File: config.mk
export PLATFORM = sky130hd
export DESIGN_NAME = imm_gen_pipe_flat
export DESIGN_NICKNAME = d
export VERILOG_FILES = /design/src/rtl/imm_pkg.sv /design/src/rtl/imm_gen_pipe_if.sv /design/src/rtl/imm_expand.sv /design/src/rtl/imm_gen_pipe.sv /design/src/flat_wrapper.sv
export SDC_FILE = /design/constraint.sdc
export NUM_CORES = 1
export LEC_CHECK = 0
export CORE_ASPECT_RATIO = 1.5
export CORE_MARGIN = 2
export CORE_UTILIZATION = 25
export CTS_CLUSTER_SIZE = 30
export DETAILED_ROUTE_END_ITERATION = 8
export GPL_ROUTABILITY_DRIVEN = 0
export GPL_TIMING_DRIVEN = 0
export SYNTH_ARGS = -nofsm -noshare
export SYNTH_HDL_FRONTEND = slang
export SYNTH_HIERARCHICAL = 1
export SYNTH_SLANG_ARGS = --single-unit
File: constraint.sdc
create_clock -name clk -period 5 [get_ports clk]
set_clock_uncertainty 0.15 [all_clocks]
set_input_delay 0.75 -clock clk [delete_from_list [all_inputs] [get_ports clk]]
set_output_delay 0.75 -clock clk [all_outputs]
set_load 0.02 [all_outputs]
File: src/rtl/imm_pkg.sv
// Shared types for the immediate-generator pipeline: format encodings,
// the legal-width check and the payload held by the output and skid registers.
package imm_pkg;

    typedef enum logic [2:0] {
        IMM_I     = 3'b000,
        IMM_U     = 3'b001,
        IMM_B     = 3'b010,
        IMM_J     = 3'b011,
        IMM_S     = 3'b100,
        IMM_SHAMT = 3'b101,
        IMM_ZIMM  = 3'b110,
        IMM_NONE  = 3'b111
    } imm_src_e;

    localparam int unsigned XLEN_MAX = 64;

    function automatic bit xlen_legal(input int unsigned xlen);
        return (xlen == 32) || (xlen == 64);
    endfunction

    // Sized for the widest legal XLEN; narrower builds leave the top half at zero.
    typedef struct packed {
        logic [XLEN_MAX-1:0] imm;
        logic [XLEN_MAX-1:0] target;
    } imm_stage_t;

endpackage

File: src/rtl/imm_gen_pipe_if.sv
// Decode-side and execute-side handshake bundle of the immediate generator.
interface imm_gen_pipe_if
    import imm_pkg::*;
#(
    parameter int unsigned XLEN = 32
);

    logic            flush;
    logic            in_valid;
    logic            in_ready;
    logic [31:0]     Instr;
    logic [2:0]      ImmSrc;
    logic [XLEN-1:0] PC;
    logic            out_valid;
    logic            out_ready;
    logic [XLEN-1:0] ImmOp;
    logic [XLEN-1:0] Target;

    modport master (
        output flush, in_valid, Instr, ImmSrc, PC, out_ready,
        input  in_ready, out_valid, ImmOp, Target
    );

    modport slave (
        input  flush, in_valid, Instr, ImmSrc, PC, out_ready,
        output in_ready, out_valid, ImmOp, Target
    );

endinterface

File: src/rtl/imm_expand.sv
// Combinational immediate expansion of a 32-bit RISC-V instruction word to XLEN bits.
module imm_expand
    import imm_pkg::*;
#(
    parameter int unsigned XLEN = 32
) (
    input  logic [31:0]     Instr,
    input  logic [2:0]      ImmSrc,
    output logic [XLEN-1:0] ImmOp
);

    logic [31:0] imm_i, imm_u, imm_b, imm_j, imm_s;
    logic [5:0]  shamt;
    logic        sgn;
    logic        unused_opcode;

    function automatic logic [XLEN-1:0] sext32(input logic [31:0] v);
        logic [XLEN-1:0] r;
        r       = {XLEN{v[31]}};
        r[31:0] = v;
        return r;
    endfunction

    function automatic logic [XLEN-1:0] zext6(input logic [5:0] v);
        logic [XLEN-1:0] r;
        r      = '0;
        r[5:0] = v;
        return r;
    endfunction

    assign sgn   = Instr[31];
    assign imm_i = {{20{sgn}}, Instr[31:20]};
    assign imm_u = {Instr[31:12], 12'b0};
    assign imm_b = {{20{sgn}}, Instr[7], Instr[30:25], Instr[11:8], 1'b0};
    assign imm_j = {{12{sgn}}, Instr[19:12], Instr[20], Instr[30:21], 1'b0};
    assign imm_s = {{20{sgn}}, Instr[31:25], Instr[11:7]};
    // RV64 shifts take a 6-bit shamt; RV32 ignores bit 25.
    assign shamt = (XLEN == 64) ? Instr[25:20] : {1'b0, Instr[24:20]};

    assign unused_opcode = ^Instr[6:0];

    always_comb begin
        ImmOp = '0;
        case (imm_src_e'(ImmSrc))
            IMM_I:     ImmOp = sext32(imm_i);
            IMM_U:     ImmOp = sext32(imm_u);
            IMM_B:     ImmOp = sext32(imm_b);
            IMM_J:     ImmOp = sext32(imm_j);
            IMM_S:     ImmOp = sext32(imm_s);
            IMM_SHAMT: ImmOp = zext6(shamt);
            IMM_ZIMM:  ImmOp = zext6({1'b0, Instr[19:15]});
            default:   ImmOp = '0;
        endcase
    end

endmodule

File: src/rtl/imm_gen_pipe.sv
// Registered immediate expansion plus PC-relative target, behind a valid/ready
// handshake with a one-entry skid buffer so back-pressure never drops an instruction.
module imm_gen_pipe
    import imm_pkg::*;
#(
    parameter int unsigned XLEN = 32
) (
    input logic          clk,
    input logic          rst,
    imm_gen_pipe_if.slave bus
);

    if (!xlen_legal(XLEN)) begin : g_xlen_check
        $error("imm_gen_pipe: XLEN must be 32 or 64");
    end

    logic [XLEN-1:0] imm;
    logic [XLEN-1:0] target;
    imm_stage_t      fresh;
    imm_stage_t      or_q, or_d;
    imm_stage_t      sk_q, sk_d;
    logic            or_v_q, or_v_d;
    logic            sk_v_q, sk_v_d;
    logic            accept;
    logic            in_xfer;
    logic            out_xfer;

    imm_expand #(
        .XLEN(XLEN)
    ) u_expand (
        .Instr (bus.Instr),
        .ImmSrc(bus.ImmSrc),
        .ImmOp (imm)
    );

    assign target = bus.PC + imm;
    assign fresh  = '{imm: XLEN_MAX'(imm), target: XLEN_MAX'(target)};

    // Ready depends only on registered state, keeping out_ready off the input path.
    assign accept   = !rst && !sk_v_q;
    assign in_xfer  = bus.in_valid && accept;
    assign out_xfer = or_v_q && bus.out_ready;

    always_comb begin
        or_d   = or_q;
        sk_d   = sk_q;
        or_v_d = or_v_q;
        sk_v_d = sk_v_q;
        if (bus.flush) begin
            or_v_d = 1'b0;
            sk_v_d = 1'b0;
        end else if (!or_v_q) begin
            if (in_xfer) begin
                or_d   = fresh;
                or_v_d = 1'b1;
            end
        end else if (!sk_v_q) begin
            if (in_xfer && out_xfer) begin
                or_d = fresh;
            end else if (in_xfer) begin
                sk_d   = fresh;
                sk_v_d = 1'b1;
            end else if (out_xfer) begin
                or_v_d = 1'b0;
            end
        end else if (out_xfer) begin
            or_d   = sk_q;
            sk_v_d = 1'b0;
        end
    end

    always_ff @(posedge clk) begin
        if (rst) begin
            or_q   <= '0;
            sk_q   <= '0;
            or_v_q <= 1'b0;
            sk_v_q <= 1'b0;
        end else begin
            or_q   <= or_d;
            sk_q   <= sk_d;
            or_v_q <= or_v_d;
            sk_v_q <= sk_v_d;
        end
    end

    assign bus.in_ready  = accept;
    assign bus.out_valid = or_v_q;
    assign bus.ImmOp     = or_q.imm[XLEN-1:0];
    assign bus.Target    = or_q.target[XLEN-1:0];

endmodule
File: src/flat_wrapper.sv
// flat-port wrapper written by rule: the top's interface ports become plain ports
module imm_gen_pipe_flat import imm_pkg::*;
#(
    parameter int unsigned XLEN = 32
)
  (clk, rst, bus_flush, bus_in_valid, bus_Instr, bus_ImmSrc, bus_PC, bus_out_ready, bus_in_ready, bus_out_valid, bus_ImmOp, bus_Target);
  imm_gen_pipe_if #(.XLEN(XLEN)) bus_i ();
  input logic clk;
  input logic rst;
  input wire logic [$bits(bus_i.flush)-1:0] bus_flush;
  input wire logic [$bits(bus_i.in_valid)-1:0] bus_in_valid;
  input wire logic [$bits(bus_i.Instr)-1:0] bus_Instr;
  input wire logic [$bits(bus_i.ImmSrc)-1:0] bus_ImmSrc;
  input wire logic [$bits(bus_i.PC)-1:0] bus_PC;
  input wire logic [$bits(bus_i.out_ready)-1:0] bus_out_ready;
  output wire logic [$bits(bus_i.in_ready)-1:0] bus_in_ready;
  output wire logic [$bits(bus_i.out_valid)-1:0] bus_out_valid;
  output wire logic [$bits(bus_i.ImmOp)-1:0] bus_ImmOp;
  output wire logic [$bits(bus_i.Target)-1:0] bus_Target;
  assign bus_i.flush = bus_flush;
  assign bus_i.in_valid = bus_in_valid;
  assign bus_i.Instr = bus_Instr;
  assign bus_i.ImmSrc = bus_ImmSrc;
  assign bus_i.PC = bus_PC;
  assign bus_i.out_ready = bus_out_ready;
  assign bus_in_ready = bus_i.in_ready;
  assign bus_out_valid = bus_i.out_valid;
  assign bus_ImmOp = bus_i.ImmOp;
  assign bus_Target = bus_i.Target;
  imm_gen_pipe #(.XLEN(XLEN)) u_core (.clk(clk), .rst(rst), .bus(bus_i));
endmodule
# Word level (Yosys, flattened, before mapping)
# Index checks and enable logic that the tools add are counted.
# word_totals
input_bits	72
wordCells	43
reg_bits	130
out_inout_bits	66
# classes
addsub	1
n_bitwise	3
n_reduce_logical	11
n_eq_ne	8
mux	14
# op_table
op	n
96-bit two-way mux	5
32-bit case mux with 7 select lines	1
32-bit adder	1
3-bit == test, second input constant	3
1-bit two-way mux	8
3-bit by 2-bit == test with 1-bit output, second input constant	2
3-bit inequality test, second input constant	2
5-bit AND reduction	1
1-bit logical AND	4
4-bit AND reduction	1
3-bit by 1-bit == test with 1-bit output, second input constant	1
3-bit zero test	1
1-bit NOT	3
1-bit zero test	2
2-bit nonzero test	1
2-bit OR reduction	1

# Logic depth before layout (Yosys ltp)
# Gate-level depths: netlist of the first run.
# logic_depth
word_depth	7
depth_mapped	15
depth_no_buf	13

# Hierarchy
# The synthesis of the first run kept the hierarchy.
# by_module_without_submodules
module	area_each_um2	cells_each	seq_area_each_um2	instances
imm_gen_pipe	6597.6	862	2602.5	1
imm_expand	598.1	86	0.0	1

# Least setup slack after synthesis of the first run
# Ideal clock, no wire load.
# synth_path
path_type	input to register
from	input port bus_ImmSrc[0]
to	register u_core.or_q (netlist bit u_core/bus.Target[29])
path_slack_ns	1.091
n_path_buf	1
t_arrival_ns	3.625
required_time_ns	4.716
setup_ns	0.134
path_stages	13
path_cell_list	buf_6 or4b_1 o221ai_1 ha_1 a21oi_1 nor2b_1 a311o_1 a311oi_2 o31ai_1 a311oi_2 nor3_1 a311oi_1 o22ai_1
# synth_between
elab_chain_len	6
elab_cells_between_ends	13
cone_classes	1 x add/sub; 6 x eq/ne; 5 x mux; 1 x reduce/logical
# synth_lines
item	line_no	rtl
from (decl)	flat_wrapper.sv:13	input wire logic [$bits(bus_i.ImmSrc)-1:0] bus_ImmSrc;
3-bit == test (tied with other cells)	imm_expand.sv:44	case (imm_src_e'(ImmSrc))
32-bit case mux with 7 select lines (*)	imm_expand.sv:44	
named net u_core.imm[1]	imm_gen_pipe.sv:17	logic [XLEN-1:0] imm;
32-bit adder (*)	imm_gen_pipe.sv:36	assign target = bus.PC + imm;
96-bit two-way mux	imm_gen_pipe.sv:58	if (in_xfer && out_xfer) begin
96-bit two-way mux	imm_gen_pipe.sv:57	end else if (!sk_v_q) begin
96-bit two-way mux (*)	imm_gen_pipe.sv:52	end else if (!or_v_q) begin
to (signal assigned)	imm_gen_pipe.sv:79	or_q <= or_d;
to (decl)	imm_gen_pipe.sv:20	imm_stage_t or_q, or_d;
# Mark *: on every way through the listed nets, which the timed path passes. The rest lies on a longest branch. The select of a mux whose other input is x is not followed.
# A chain may end at the register's enable or synchronous reset.

# Worst setup path in the final report of the first run
# layout_path
from	input port bus_ImmSrc[1]
to	register u_core.or_q (netlist bit u_core/bus.Target[25])
# Same word-level chain as after synthesis.

==> impl_metrics.yaml, run 1 <==
die:
  die_width_um: 143
  core_area_sq_um: 28500
  fp.dieH_um: 212
  rows: 76
  floorplan.initialDensity_pct: 25.2
  dieArea_sq_um: 30200
  io_pins: 138
sta:
  maxSlewViolCount: 0
  hold_viol: 0
  hold_slack_ns: 0.302
  min_period_ns: 4.88
  max_freq_mhz: 205
  setup_tns_ns: 0
  rsz0062_at_grt: "no"
  fin_crit_sh_pct: 97.5
  relSlewSlack_pct: 9.49
  setup_viol: 0
  worstMarginPinSlew_ns: 1.34
place:
  portBuffers: 130
  dp.cells: 1429
  detailedPlacementHpwl_um: 21400
clock_tree:
  clk_pin_slew_worst_paths_ns: 0.06
  cts_tree: "yes"
  cts_num_sinks: 130
  cts-root-buf: "clkbuf_16"
  clk_latency_ns: 0.42
  htree_levels: 4
  ctsHoldBuffers: 0
  clock_path_buffers: 2
  cts_buffers: 17
cells_and_area:
  fin_util_pct: 33.5
  antenna_cells: 0
  drive_gt1_share_pct: 5.58
  fin_nets: 1202
  areaGrowthSynthToFinish_pct: 32.7
  stdcell_count: 1462
  n_fill_cell: 2998
logic_synthesis:
  synthCells: 948
  synth-edff-count: 0
  syn_area_sq_um: 7200
  synth-async-reset-ratio_pct: 0
  synthFlopType: "dfxtp_1"
  synth_fp_nets: 1052
  ys_ff_latch: 130
  yosys_warnings: 6
  synth_area_per_cell_sq_um: 7.59
  synth.distinct_cells: 62
  synth-seq-area-share_pct: 36.2
drt:
  ant_nets: 0
  drc: 0
  wl_per_cell_um: 18.4
  vias_per_cell: 5.13
  drt_iter0_markers: 538
  dr.pass1.iters: 5
  vias: 7500
  drt-total-wl_um: 26900
worst_hold_path:
  min_from: "u_core/bus.Target[2]$_SDFFE_PP0P_"
  whs_endpoint: "u_core/bus.Target[2]$_SDFFE_PP0P_"
  hold-path-cell-count: 2
  hold_path_class: "reg -> reg"
power_and_ir_drop:
  clock_power_share_pct: 41.3
  switching_power_w: 0.000933
  p_int_w: 0.00211
  power_frac_comb_pct: 22.7
  p_seq_share_pct: 35.9
  ir_drop_uv: 235
  powerDensity_nw_per_um2: 318
  swShare_pct: 30.7
  leakagePower_nw: 3.47
setup_path:
  path_class: "in -> reg"
  r2r-start: "u_core/bus.out_valid$_SDFF_PP0_"
  arrival_ns: 5.00
  crit_fanout: 10
  worstReg2RegEnd: "u_core/bus.Target[6]$_SDFFE_PP0P_"
  ff2ff_setup_slack_ns: 1.29
  critical_path.startpoint_type: "input port"
  rr_worst_depth: 8
  required_ns: 5.12
  worstSetupEndpointType: "flop"
global_routing:
  grt_pass1_wl_um: 40600
  grt.overflow.total: 0
  grt_pass1_vias: 7262
  grt_max_degree: 17
  grtUsageTotal_pct: 17.7
  antenna_found_initial: 0
outcome:
  status: "finished clean"
flow_run:
  max-cap-violations: 0
==> worst max-delay path by stage <==
stage	from	end	slack (ns)	cells past startpoint
after global placement	bus_ImmSrc[1]	u_core/bus.Target[30]$_SDFFE_PP0P_	-0.47	14
after global routing	bus_ImmSrc[1]	u_core/bus.Target[29]$_SDFFE_PP0P_	0.008	13
after detailed placement	bus_ImmSrc[1]	u_core/bus.Target[30]$_SDFFE_PP0P_	-0.47	14
final	bus_ImmSrc[1]	u_core/bus.Target[25]$_SDFFE_PP0P_	0.12	13
after CTS	bus_ImmSrc[1]	u_core/bus.Target[25]$_SDFFE_PP0P_	0.11	14
after floorplan	bus_ImmSrc[0]	u_core/bus.Target[29]$_SDFFE_PP0P_	1.09	13
==> per-stage QoR <==
stage               setup slack (ns)  power, W  area (sq um)
floorplan                       1.09   0.00153          7200
detailed placement            -0.470   0.00180          8940
global route                 0.00821   0.00316          9550
finish                         0.123   0.00304          9550
CTS                            0.113   0.00305          9530
global placement              -0.467   0.00179          8940
==> synthesized netlist by cell type, drive strengths merged (2+ instances only) <==
| cell | number | area [sq um] |
|---|---|---|
| o31ai | 2 | 15.0 |
| nand4b | 2 | 17.5 |
| o311ai | 13 | 114 |
| nand3 | 11 | 55.1 |
| nor4 | 3 | 18.8 |
| o21a | 4 | 30.0 |
| or4b | 5 | 50.1 |
| a21o | 12 | 90.1 |
| nor2b | 8 | 50.1 |
| a31oi | 7 | 43.8 |
| mux2i | 14 | 140 |
| dfxtp | 130 | 2600 |
| nor3 | 6 | 30.0 |
| clkbuf | 52 | 196 |
| a22oi | 4 | 30.0 |
| o221ai | 4 | 35.0 |
| o22ai | 5 | 31.3 |
| or3b | 2 | 17.5 |
| nor2 | 72 | 270 |
| buf | 21 | 130 |
| nand3b | 2 | 15.0 |
| nand4 | 6 | 37.5 |
| nand2 | 228 | 866 |
| o21bai | 4 | 30.0 |
| o211ai | 5 | 37.5 |
| and2 | 5 | 32.5 |
| a211oi | 7 | 52.6 |
| ha | 31 | 388 |
| or3 | 3 | 18.8 |
| and3 | 10 | 62.6 |
| a311oi | 44 | 398 |
| inv | 16 | 60.1 |
| xor2 | 9 | 78.8 |
| xnor2 | 18 | 158 |
| nand2b | 6 | 37.5 |
| a21oi | 112 | 568 |
| o21ai | 52 | 260 |
==> power by group through the flow <==
stage                     sequential (W)  clock (W)  combinational [W]
after floorplan                  0.00115          0           0.000388
after global placement           0.00112          0           0.000675
after detailed placement         0.00112          0           0.000680
after CTS                        0.00109    0.00127           0.000684
after global routing             0.00110    0.00132           0.000748
final                            0.00109    0.00126           0.000691
==> timing repair <==
item | CTS | global route
setup buffers | 0 | 1
hold endpoints to repair | 0 | 0
setup endpoints to repair | 1 | 4
gates resized for setup | 1 | 1
pin swaps | 0 | 1
==> per-layer routing <==
metal | share of wire [%] | track usage [%] | vias to the layer above
li1 | - | - | 3654
met1 | 39 | 19.4 | 3517
met2 | 51 | 31.8 | 270
met3 | 4.9 | 2.92 | 59
met4 | 5.3 | 10.4 | 0
met5 | 0 | 0 | -
==> flip-flops by register name, indices dropped and copies added, names as in the netlist <==
signal	cells
u_core/bus.out_valid	1
u_core/bus.ImmOp	32
u_core/sk_q	64
u_core/sk_v_q	1
u_core/bus.Target	32
==> cell families (layout without fill, tap and decap cells) <==
group	count (synthesis)	after routing	share of synthesized area, %
simple gates	371	371	22.1
compound gates	285	285	25.4
flops	130	130	36.2
buf+inv	89	252	5.37
fa+ha+maj	32	32	5.67
xor+xnor	27	27	3.29
mux	14	14	1.95
==> cells in the final DEF (no fill, tap or decap), types with 7 or more instances in the layout <==
cell type	n
nand2_1	226
dfxtp_1	130
buf_4	7
a31oi_1	7
inv_1	16
and3_1	10
nand3_1	11
a311oi_1	42
clkbuf_16	17
xnor2_1	18
xor2_1	9
o311ai_0	11
buf_1	7
a21oi_1	110
nor2_1	72
nor2b_1	8
ha_1	31
mux2i_1	14
clkdlybuf4s50_1	130
clkbuf_1	51
a21o_1	12
o21ai_0	47
==> final cells by class <==
type,instances,area (sq um),share of cell area [%]
Sequential cell,130,2600,27.3
Multi-Input combinational cell,729,4220,44.2
Tap cell,351,439,4.60
Clock inverter,14,153,1.60
Clock buffer,18,439,4.60
Inverter,16,60.1,0.629
Buffer,73,327,3.42
Timing Repair Buffer,131,1310,13.7
==> critical path, stage by stage <==
cell and delay (ns):
clkdlybuf4s50_1 0.53, buf_2 0.25, xnor2_1 0.36, o221ai_1 0.37, ha_1 0.44, nor2b_1 0.17
a311o_1 0.45, a311oi_2 0.42, o31ai_1 0.18, a311oi_2 0.51, o21ai_1 0.17, xnor2_1 0.27
o22ai_1 0.12
Note: power is estimated with default switching activity, not from simulation.
==> run 2: changes to the inputs <==
RECOVER_POWER = 50   (was default)
==> impl_metrics.yaml, run 2 (synthesized netlist as in run 1, its figures left out) <==
power_and_ir_drop:
  leakagePower_nw: 3.66
  power_frac_comb_pct: 22.4
  clock_power_share_pct: 41.6
  switching_power_w: 0.000932
  ir_drop_uv: 236
  powerDensity_nw_per_um2: 318
  swShare_pct: 30.8
  p_int_w: 0.00210
  p_seq_share_pct: 36.0
cells_and_area:
  final_common_cell: "nand2_1"
  fin_nets: 1202
  drive_gt1_share_pct: 5.40
  areaGrowthSynthToFinish_pct: 32.5
  fin_area_sq_um: 9540
  max_flop_register: "u_core/sk_q"
  largest_register_ffs: 64
  antenna_cells: 0
  final_cell_mix: "nand2_1, dfxtp_1, a21oi_1, nor2_1, dlygate4sd3_1"
clock_tree:
  cts-root-buf: "clkbuf_16"
  clock_path_buffers: 2
  cts_num_sinks: 130
  cts_tree: "yes"
  clk_latency_ns: 0.42
  htree_levels: 4
  clk_pin_slew_worst_paths_ns: 0.06
  cts_buffers: 17
global_routing:
  grt.overflow.total: 0
  grt_max_degree: 17
  grtUsageTotal_pct: 17.7
  grt_pass1_wl_um: 40600
  antenna_found_initial: 0
  grt_pass1_vias: 7262
drt:
  drt_iter0_markers: 511
  vias: 7499
  vias_per_cell: 5.13
  dr.pass1.iters: 7
  ant_nets: 0
  drt-total-wl_um: 26900
  wl_per_cell_um: 18.4
  drc: 0
setup_path:
  crit_family: "compound AO/OA/AOI/OAI gates"
  max_stage_delay_ns: 0.53
  critical_path.startpoint_type: "input port"
  crit_buf_inv: 2
  worstSetupEndpointType: "flop"
  crit_fanout: 10
  cp_cell_sequence: "clkdlybuf4s50_1 -> buf_2 -> xnor2_1 -> o221ai_1 -> ha_1 -> nor2b_1 -> a311o_1 -> a311oi_2 -> o31ai_1 -> a311oi_2 -> o21ai_1 -> xnor2_1 -> o22ai_1"
  arrival_ns: 5.00
  cp_slowest_cell: "clkdlybuf4s50_1"
  required_ns: 5.12
  path_class: "in -> reg"
worst_hold_path:
  hold_path_class: "reg -> reg"
sta:
  fin_crit_sh_pct: 97.6
  hold_slack_ns: 0.298
  max_freq_mhz: 205
  maxSlewViolCount: 0
  min_period_ns: 4.88
  setup_viol: 0
  relSlewSlack_pct: 10.4
  hold_viol: 0
  rsz0062_at_grt: "no"
  worstMarginPinSlew_ns: 1.33
die:
  io_pins: 138
  core_area_sq_um: 28500
  die_width_um: 143
  floorplan.initialDensity_pct: 25.2
  fp.dieH_um: 212
  dieArea_sq_um: 30200
  rows: 76
outcome:
  status: "finished clean"
flow_run:
  max-cap-violations: 0
place:
  portBuffers: 130
  detailedPlacementHpwl_um: 21400
  place_area_sq_um: 8940
==> run 2: cell types whose count changed in the layout (fill, tap and decap cells not counted) <==
cell             previous run  this run
clkdlybuf4s50_1           130        63
buf_4                       7         6
and2_1                      4         3
clkbuf_1                   51        53
dlygate4sd3_1               0        67
buf_6                       3         2
and2_0                      0         1
==> run 2: power by group through the flow <==
stage	sequential, W	combinational, W	clock [W]
5_1_grt	0.00110	0.000737	0.00132
3_5_place_dp	0.00112	0.000680	0
3_3_place_gp	0.00112	0.000675	0
2_1_floorplan	0.00115	0.000388	0
6_report	0.00109	0.000679	0.00126
4_1_cts	0.00109	0.000684	0.00127
==> run 2: per-layer routing <==
metal	track usage, %	routed length, um	up-vias
met5	0	0	-
met4	10.4	1380	0
met3	2.92	1310	56
met2	31.8	13700	274
met1	19.4	10500	3509
li1	-	-	3660
==> run 2: layout make-up <==
cell class,instances,area [sq um]
fillers,2997,19000
well taps,351,439
clock buffers,18,439
plain buffers,73,315
multi-input cells,729,4220
inverters,16,60.1
clock inverters,14,153
repair buffers,131,1310
flip-flops and latches,130,2600
==> run 2: what timing repair did <==
action,CTS,global route
resized for setup,1,1
pin swaps,0,1
endpoints found under the setup margin,1,4
hold buffers,0,0
setup buffers,0,1
==> run 2: path summary, 6_finish.rpt <==
kind / cells after the start / slack, ns / to / from
hold / removal: 2 / 0.30 / u_core/bus.Target[2]$_SDFFE_PP0P_ / u_core/bus.Target[2]$_SDFFE_PP0P_
hold reg to reg: 2 / 0.30 / u_core/bus.Target[2]$_SDFFE_PP0P_ / u_core/bus.Target[2]$_SDFFE_PP0P_
setup reg to reg: 8 / 1.29 / u_core/bus.Target[6]$_SDFFE_PP0P_ / u_core/sk_v_q$_SDFFE_PP0P_
setup / recovery: 13 / 0.12 / u_core/bus.Target[25]$_SDFFE_PP0P_ / bus_ImmSrc[1]
==> run 2: worst min-delay path, stage by stage, from the launching register on <==
cell and delay [ns]:
dfxtp_1 0.31, nand2_1 0.05, a21oi_1 0.05
==> run 2: metrics by stage <==
stage	setup TNS (ns)	utilization, %	power, W	cells	worst slack, ns
after global routing	0	33.4	0.00315	1462	0.00821
after floorplan	0	-	0.00153	948	1.09
after CTS	0	33.4	0.00305	1461	0.113
after global placement	-2.79	31.3	0.00179	1429	-0.467
final	0	33.4	0.00303	1462	0.120
after detailed placement	-3.15	31.3	0.00180	1429	-0.470
==> run 3: changes to the inputs <==
GPL_ROUTABILITY_DRIVEN = default   (was 0)
==> impl_metrics.yaml, run 3 (synthesized netlist as in run 1, its figures left out) <==
clock_tree:
  ctsHoldBuffers: 0
  cts_tree: "yes"
  clock_path_buffers: 2
  htree_levels: 4
  clk_latency_ns: 0.42
  cts_buffers: 17
  cts_num_sinks: 130
  cts-root-buf: "clkbuf_16"
  clk_pin_slew_worst_paths_ns: 0.06
place:
  place_congestion: 0.909
  dp.cells: 1429
  place_area_sq_um: 8940
  detailedPlacementHpwl_um: 21600
  portBuffers: 130
setup_path:
  critical_path.startpoint_type: "input port"
  cpMostUsedCell: "a311oi_2"
  max_stage_delay_ns: 0.55
  crit_buf_inv: 3
  path_class: "in -> reg"
  crit_family: "compound AO/OA/AOI/OAI gates"
  cp_slowest_cell: "a311oi_2"
  ff2ff_setup_slack_ns: 1.22
  crit_fanout: 10
  cp_cell_sequence: "clkdlybuf4s50_1 -> buf_6 -> or4b_1 -> o211ai_1 -> buf_4 -> ha_1 -> a21oi_1 -> nor2b_1 -> a311o_1 -> a311oi_2 -> o31ai_1 -> a311oi_2 -> nor3_1 -> a311oi_1 -> o22ai_1"
  worstSetupEndpointType: "flop"
  arrival_ns: 4.90
  required_ns: 5.11
die:
  io_pins: 138
  rows: 76
  core_area_sq_um: 28500
  fp.dieH_um: 212
  dieArea_sq_um: 30200
  die_width_um: 143
  floorplan.initialDensity_pct: 25.2
cells_and_area:
  areaGrowthSynthToFinish_pct: 33.3
  fin_area_sq_um: 9590
  n_fill_cell: 3028
  drive_gt1_share_pct: 5.41
  final_cell_mix: "nand2_1, dfxtp_1, a21oi_1, nor2_1, dlygate4sd3_1"
  largest_register_ffs: 64
  stdcell_count: 1461
  antenna_cells: 0
  multi_input_area_sq_um: 4250
  fin_nets: 1202
  final_common_cell: "nand2_1"
  regArea_sq_um: 2600
  max_flop_register: "u_core/sk_q"
outcome:
  status: "finished clean"
power_and_ir_drop:
  powerDensity_nw_per_um2: 324
  leakagePower_nw: 3.68
  p_total_w: 0.00310
  ir_drop_uv: 232
sta:
  maxSlewViolCount: 0
  max_freq_mhz: 209
  relSlewSlack_pct: 9.74
  hold_slack_ns: 0.302
  min_period_ns: 4.78
  rsz0062_at_grt: "no"
  worstMarginPinSlew_ns: 1.34
  setup_tns_ns: 0
  setup_viol: 0
  fin_crit_sh_pct: 95.7
  hold_viol: 0
drt:
  dr.pass1.iters: 6
  drt_iter0_markers: 494
  vias_per_cell: 5.08
  vias: 7418
  drt-total-wl_um: 27100
  wl_per_cell_um: 18.5
  drc: 0
  ant_nets: 0
global_routing:
  grt_max_degree: 17
  grt_pass1_vias: 7361
  grt_pass1_wl_um: 40800
  antenna_found_initial: 0
  grtUsageTotal_pct: 17.9
  grt.overflow.total: 0
flow_run:
  max-cap-violations: 0
worst_hold_path:
  hold_path_class: "reg -> reg"
run 3: cell types whose count changed in the layout (fill, tap and decap cells not counted), moves of 2 or more:
cell and change:
inv_6 -4, bufinv_16 +2, clkbuf_1 +2, clkinv_4 -2
o221ai_1 -2, o221ai_2 +2
run 3: final timing paths:
path,startpoint,to,cells past startpoint
max,bus_ImmSrc[0],u_core/bus.Target[29]$_SDFFE_PP0P_,15
min,u_core/bus.Target[2]$_SDFFE_PP0P_,u_core/bus.Target[2]$_SDFFE_PP0P_,2
max reg2reg,u_core/bus.out_valid$_SDFF_PP0_,u_core/bus.Target[4]$_SDFFE_PP0P_,8
min reg2reg,u_core/bus.Target[2]$_SDFFE_PP0P_,u_core/bus.Target[2]$_SDFFE_PP0P_,2
run 3: per-stage QoR:
step	util [%]	worst slack, ns
global placement	31.3	-0.547
detailed placement	31.3	-0.561
global route	33.6	0.00845
CTS	33.5	0.0934
floorplan	-	1.09
finish	33.6	0.217
run 3: cell type report:
class                   count  area share [%]
inverters                  16           0.626
well taps                 351            4.58
multi-input cells         729            44.3
clock buffers              21            4.80
repair buffers            131            13.6
plain buffers              73            3.29
clock inverters            10            1.64
flip-flops and latches    130            27.1
run 3: layer usage:
layer  vias up  wire length [um]  global-route usage (%)
met5         -                 0                       0
met1      3455             10600                    19.3
met4         0              1290                    9.80
li1       3654                 -                       -
met3        56              1320                    2.92
met2       253             13900                    32.8
run 3: report_power, final:
group	internal [W]	switching, W	leakage [nW]
Clock	0.000855	0.000472	0.295
Sequential	0.00107	0.0000213	1.05
Combinational	0.000276	0.000409	2.33
Total	0.00220	0.000903	3.68
run 3: worst register-to-register path: cells and delay by family (launching register included):
| kind | cells | cell delay [ns] |
|---|---|---|
| DFF | 1 | 0.41 |
| buffers and inverters | 3 | 1.49 |
| AOI/OAI and AO/OA | 2 | 0.38 |
| and+or+nand+nor | 3 | 1.25 |
run 3: what timing repair did:
action | 4_1_cts | 5_1_grt
endpoints found under the setup margin | 2 | 6
pin swaps | 0 | 1
resized for setup | 1 | 5
cloned | 0 | 0
setup buffers | 0 | 1
